File: config.mk
export PLATFORM = sky130hd
export DESIGN_NAME = multi_digit_tick_counter
export DESIGN_NICKNAME = d
export VERILOG_FILES = /design/src/rtl/multi_digit_tick_counter.sv
export SDC_FILE = /design/constraint.sdc
export NUM_CORES = 1
export LEC_CHECK = 0
export BUFFER_PORTS_ARGS = -buffer_cell sky130_fd_sc_hd__buf_4
export CORE_MARGIN = 2
export CORE_UTILIZATION = 58
export CTS_CLUSTER_DIAMETER = 80
export DETAILED_ROUTE_END_ITERATION = 16
export GPL_TIMING_DRIVEN = 0
export PLACE_DENSITY = 0.8
export SLEW_MARGIN = 40
export SYNTH_ARGS = -nofsm -noshare
export SYNTH_HDL_FRONTEND = slang
export SYNTH_SLANG_ARGS = --single-unit
File: constraint.sdc
create_clock -name clk -period 2.82 [get_ports clk]
set_input_delay 0 -clock clk [delete_from_list [all_inputs] [get_ports clk]]
set_output_delay 0 -clock clk [all_outputs]
set_load 0.01 [all_outputs]
File: src/rtl/multi_digit_tick_counter.sv
// Prescaled multi-digit hex/BCD up/down counter with load, clear and terminal count.
// Define MULTI_DIGIT_TICK_COUNTER_SATURATE_EN to saturate at the limits instead of wrapping.
module multi_digit_tick_counter #(
  parameter int DIGITS   = 4,
  parameter int TICK_DIV = 25_000_000,
  parameter int BCD      = 0
) (
  input  logic                clk,
  input  logic                rst_n,
  input  logic                en,
  input  logic                up,
  input  logic                clr,
  input  logic                load,
  input  logic [4*DIGITS-1:0] load_val,
  output logic [4*DIGITS-1:0] count,
  output logic                tick,
  output logic                tc
);

  localparam int W  = 4 * DIGITS;
  localparam int PW = (TICK_DIV > 1) ? $clog2(TICK_DIV) : 1;
  localparam logic [PW-1:0] PLAST = PW'(TICK_DIV - 1);
  localparam logic [3:0] DMAX = (BCD != 0) ? 4'd9 : 4'd15;

  logic [PW-1:0] presc_q, presc_d;
  logic [W-1:0]  count_q, count_d;
  logic          tick_q, tick_d;
  logic          tc_q, tc_d;

  logic          step;
  logic          wrap;
  logic [W-1:0]  inc_v, dec_v, ld_v;
  logic          inc_co, dec_bo;

  assign step = en && (presc_q == PLAST);

  // Ripple carry/borrow; the carry out of the top digit is the wrap flag.
  always_comb begin
    inc_v  = '0;
    dec_v  = '0;
    ld_v   = '0;
    inc_co = 1'b1;
    dec_bo = 1'b1;
    for (int k = 0; k < DIGITS; k++) begin
      if (!inc_co) begin
        inc_v[4*k +: 4] = count_q[4*k +: 4];
      end else if (count_q[4*k +: 4] >= DMAX) begin
        inc_v[4*k +: 4] = 4'd0;
      end else begin
        inc_v[4*k +: 4] = count_q[4*k +: 4] + 4'd1;
        inc_co = 1'b0;
      end

      if (!dec_bo) begin
        dec_v[4*k +: 4] = count_q[4*k +: 4];
      end else if (count_q[4*k +: 4] == 4'd0) begin
        dec_v[4*k +: 4] = DMAX;
      end else begin
        dec_v[4*k +: 4] = count_q[4*k +: 4] - 4'd1;
        dec_bo = 1'b0;
      end

      if ((BCD != 0) && (load_val[4*k +: 4] > 4'd9)) begin
        ld_v[4*k +: 4] = 4'd9;
      end else begin
        ld_v[4*k +: 4] = load_val[4*k +: 4];
      end
    end
  end

  assign wrap = up ? inc_co : dec_bo;

  always_comb begin
    presc_d = presc_q;
    count_d = count_q;
    tick_d  = 1'b0;
    tc_d    = 1'b0;
    if (clr) begin
      count_d = '0;
      presc_d = '0;
    end else if (load) begin
      count_d = ld_v;
      presc_d = '0;
    end else begin
      if (en) begin
        presc_d = step ? '0 : presc_q + PW'(1);
      end
      if (step) begin
        tick_d = 1'b1;
        tc_d   = wrap;
`ifdef MULTI_DIGIT_TICK_COUNTER_SATURATE_EN
        if (!wrap) begin
          count_d = up ? inc_v : dec_v;
        end
`else
        count_d = up ? inc_v : dec_v;
`endif
      end
    end
  end

  always_ff @(posedge clk or negedge rst_n) begin
    if (!rst_n) begin
      presc_q <= '0;
      count_q <= '0;
      tick_q  <= 1'b0;
      tc_q    <= 1'b0;
    end else begin
      presc_q <= presc_d;
      count_q <= count_d;
      tick_q  <= tick_d;
      tc_q    <= tc_d;
    end
  end

  assign count = count_q;
  assign tick  = tick_q;
  assign tc    = tc_q;

endmodule

---- Yosys cells after proc, flatten, opt, wreduce, memory -nomap -nowiden ----
Cells that the tools add are included.
operators by class
  reduce and logical (&&, ||, !) cells .... 13
  eq/ne operators ......................... 4
  add/subtract/negate cells ............... 9
  multiplexer cells ....................... 43
  magnitude comparators ................... 4
operator list
  kind                                                                     count
  25-bit 2-to-1 mux                                                        4
  16-bit 2-to-1 mux                                                        4
  4-bit 2-to-1 mux                                                         14
  25-bit by 1-bit adder with 25-bit output, second input constant          1
  25-bit == test, second input constant                                    1
  1-bit 2-to-1 mux                                                         21
  4-bit by 1-bit adder with 4-bit output, second input constant            4
  4-bit greater-or-equal comparator, second input constant                 4
  4-bit zero test                                                          4
  4-bit by 1-bit subtractor with 4-bit output, second input constant       4
  4-bit by 1-bit inequality test with 1-bit output, second input constant  3
  4-bit nonzero test                                                       3
  3-bit AND reduction                                                      3
  3-bit nonzero test                                                       2
  1-bit logical AND                                                        1
word-level totals
  output and inout port bits .............. 18
  input port bits ......................... 22
  logic and storage cells ................. 80
  flip-flop bits (word level) ............. 43

---- Longest topological paths before layout ----
  word-level depth ........................ 9
  gate-level depth with buffers ........... 9
  depth with buffers taken out ............ 7

---- Worst setup path before layout ----
Ideal clock, no wire load.
  path type ............................... register to register
  from .................................... register count_q[4], in the netlist count[4]
  to ...................................... register count_q[13], in the netlist count[13]
  period minus slack after synthesis ...... 2.320 ns
  cell stages (with the launch flop) ...... 9
  arrival time ............................ 2.181 ns
  required time ........................... 2.682 ns
  setup time .............................. 0.138 ns
  slack ................................... 0.500 ns
  path buffers ............................ 1
  cells stage by stage .................... dfrtp_1 -> clkbuf_1 -> inv_1 -> ha_1 -> or3b_2 -> nand4b_1 -> a211oi_2 -> mux2i_1 -> a21oi_1
on the way
  word-level cells in the longest chain between the ends .. 6
  elaborated cells between the ends (all ways) .. 11
  those cells by class .................... 1 x order compare; 1 x eq/ne; 6 x mux; 3 x reduce/logical
ends and longest elaborated chain
  item                                                                                                     RTL line  RTL
  start: declaration                                                                                       26        logic [W-1:0] count_q, count_d;
  start signal: assignment                                                                                 110       count_q <= count_d;
  4-bit greater-or-equal comparator / 4-bit zero test (equally long branches)                              47, 56
  1-bit 2-to-1 mux, on equally long branches                                                               47, 56
  1-bit 2-to-1 mux, on equally long branches (2 in a row)                                                  45, 54
  4-bit by 1-bit inequality test with 1-bit output (no line) / 4-bit nonzero test (equally long branches)  n/a
  3-bit AND reduction (no line) (*)                                                                        n/a
Every way passes the cells marked *; elsewhere a longest branch is shown, timed or not.
A chain may end at the register's enable or synchronous reset.

---- Final worst setup path ----
Ends and elaborated chain as after synthesis.

==> flow_summary.json <==
{
  "status": "finished, final reports clean",
  "start_kind": "flip-flop",
  "areaGrowthSynthToFinish_pct": 22.9,
  "drive_gt1_share_pct": 16.1,
  "power_density_nw_per_um2": 424,
  "layout_commonest_cell": "nor2_1",
  "crit_fanout": 8,
  "final.setup.worst_slack_ns": 0.187,
  "fin_crit_ns": 2.63,
  "rsz0062_at_grt": "no",
  "worstSetupPathType": "flip-flop to flip-flop",
  "die_w_um": 73.8,
  "worstPathArrival_ns": 2.79,
  "io_buffers": 38,
  "synth-seq-cells": 43,
  "core_area_um2": 4720,
  "netlist_instances": 319,
  "clock_sinks": 43,
  "dp_hpwl_mm": 4.68,
  "p_switching_uw": 371,
  "syn_nets": 350,
  "cts_resized": 0,
  "grt_pass1_vias": 2477,
  "overflow": 0,
  "seq_power_share_pct": 45.0,
  "numCtsBuffers": 5,
  "num_vias": 2647,
  "wirelength_mm": 6.86,
  "die_h_um": 73.8,
  "antenna_found_initial": 0,
  "yosys_warnings": 0,
  "final_cell_mix": "nor2_1 (44), dfrtp_1 (43), buf_4 (38)",
  "cts_tree": "done",
  "seq_area_um2": 1080,
  "fillers": 364,
  "synth_top_area_share_pct": 38.1,
  "final.setup.tns_ns": 0,
  "holdWs_ns": 0.00926,
  "period_share_pct": 93.4,
  "antenna_cells": 0,
  "dp_worst_setup_slack_ns": 0.269,
  "relSlewSlack_pct": 46.2,
  "hold_class": "input port to flip-flop",
  "insertion_delay_ns": 0.30,
  "dr.pass1.iters": 5,
  "synth_top_cells_by_area": "dfrtp_1 (38%), xor2_1 (5.9%), nor2_1 (5.8%)",
  "synth-edff-count": 0,
  "drv_slew": 0,
  "p_int_uw": 1100,
  "worstMarginPinSlew_ns": 0.800,
  "place.gp.congestion": 0.876,
  "hold_viol": 0,
  "synth_cell_types": 55,
  "leakage_uw": 0.00143,
  "die_area_um2": 5440,
  "cts.clk_slew.worst_paths_ns": 0.09,
  "grt_use_total_pct": 26.9,
  "cap_violations": 0,
  "vdd_drop_max_uv": 296,
  "grt_first_pass_wirelength_mm": 11.3,
  "initial_core_util_pct": 59.8,
  "viasPerCell": 5.95,
  "timing.fmax_mhz": 380,
  "syn-cell-area_um2": 2820,
  "grt_max_degree": 44,
  "htreeDepth": 2,
  "critPathRequiredTime_ns": 2.98,
  "switching_share_pct": 25.3,
  "drt_iter0_drc": 239,
  "combPwrFrac_pct": 16.0,
  "end_kind": "flip-flop",
  "cts_buffer_depth": 2,
  "synth.avg_cell_area_um2": 8.85,
  "clock-skew-final_ns": 0.00868,
  "async_flop_share_pct": 100,
  "yosysTopAreaCell": "dfrtp_1",
  "wl_per_cell_um": 15.4,
  "ant_nets": 0,
  "power_frac_clock_pct": 39.0,
  "rows": 25,
  "pin_count": 40,
  "yosysSeqAreaShare_pct": 38.1,
  "cts_root_buffer": "clkbuf_8",
  "drc_errors": 0,
  "final-setup-viol-count": 0,
  "multi_input_area_um2": 1640,
  "nets": 408,
  "synth_ff_type": "dfrtp_1"
}
-- per-stage QoR --
stage / total power, uW / instance area (um^2) / utilization, % / std cells
2_1_floorplan: 796 / 2820 / - / 319
3_3_place_gp: 884 / 3190 / 67.6 / 424
3_5_place_dp: 889 / 3200 / 67.7 / 424
4_1_cts: 1470 / 3460 / 73.3 / 445
5_1_grt: 1540 / 3470 / 73.5 / 445
6_report: 1470 / 3470 / 73.5 / 445
-- final timing paths --
kind,startpoint,end,cells after the start,slack (ns)
setup reg to reg,count[4],count[13],8,0.19
setup / recovery,count[4],count[13],8,0.19
hold reg to reg,presc_q[24],presc_q[24],2,0.56
hold / removal,load_val[0],count[0],3,0.009
max in group asynchronous,rst_n,presc_q[11],2,2.22
min in group asynchronous,rst_n,count[10],2,0.23
-- sequential cells by signal, indices dropped and copies added, names as in the netlist --
signal / cells
presc_q: 25
count: 16
tc: 1
tick: 1
-- critical path, stage by stage (launching register included) --
cell	delay [ns]
dfrtp_1	0.40
clkbuf_1	0.20
inv_1	0.09
ha_1	0.23
or3b_2	0.47
nand4b_1	0.26
a211oi_2	0.48
mux2i_1	0.26
a21oi_1	0.09
-- cell usage after synthesis, drive strengths merged, types with 2 or more instances --
cell	number
a221oi	2
xor2	19
nor4	6
clkbuf	9
mux2	3
o311ai	2
nor3	12
or4	2
nor4b	2
inv	13
mux2i	8
and3	6
or2	2
nor2	44
ha	9
xnor2	13
a31oi	2
and2	3
o31ai	2
a21oi	15
o21bai	6
buf	6
nand3	16
a211oi	9
dfrtp	43
nand4	9
nand2b	3
nand2	23
o21ai	7
o221ai	2
nor3b	2
and4	4
-- power by group through the flow --
stage / Combinational (uW) / Sequential (uW) / Clock [uW]
after floorplan: 122 / 674 / 0
after global placement: 212 / 672 / 0
after detailed placement: 216 / 673 / 0
after CTS: 233 / 661 / 578
after global routing: 261 / 666 / 609
final: 235 / 662 / 573
-- final cells by class --
class / instances / share of cell area (%)
clock inverter: 2 / 1.73
clock buffer: 6 / 2.09
inverter: 14 / 1.51
multi-input combinational: 247 / 47.1
timing repair buffer: 51 / 12.0
tap: 67 / 2.42
buffer: 15 / 2.16
sequential: 43 / 31.0
-- timing repair --
item | CTS | global route
setup buffers | 0 | 0
hold buffers | 13 | 0
endpoints found under the hold margin | 55 | 0
-- layer usage --
layer  up-vias  GRT usage, %  share of wire (%)
met1      1265          36.4                 44
met3        13          6.31                7.3
li1       1255             -                  -
met2       114          41.6                 47
met5         -             0                  0
met4         0          10.5                1.8
-- cell families after synthesis --
| kind of cell | after synthesis | share of synthesized area, % |
|---|---|---|
| muxes | 11 | 4.16 |
| AOI/OAI and AO/OA | 54 | 13.4 |
| xor gates and xnor gates | 32 | 9.92 |
| and+or+nand+nor | 141 | 25.9 |
| DFF | 43 | 38.1 |
| adders and majority gates | 9 | 3.99 |
| buffers and inverters | 29 | 4.52 |
Note: power is estimated with default switching activity, not from simulation.
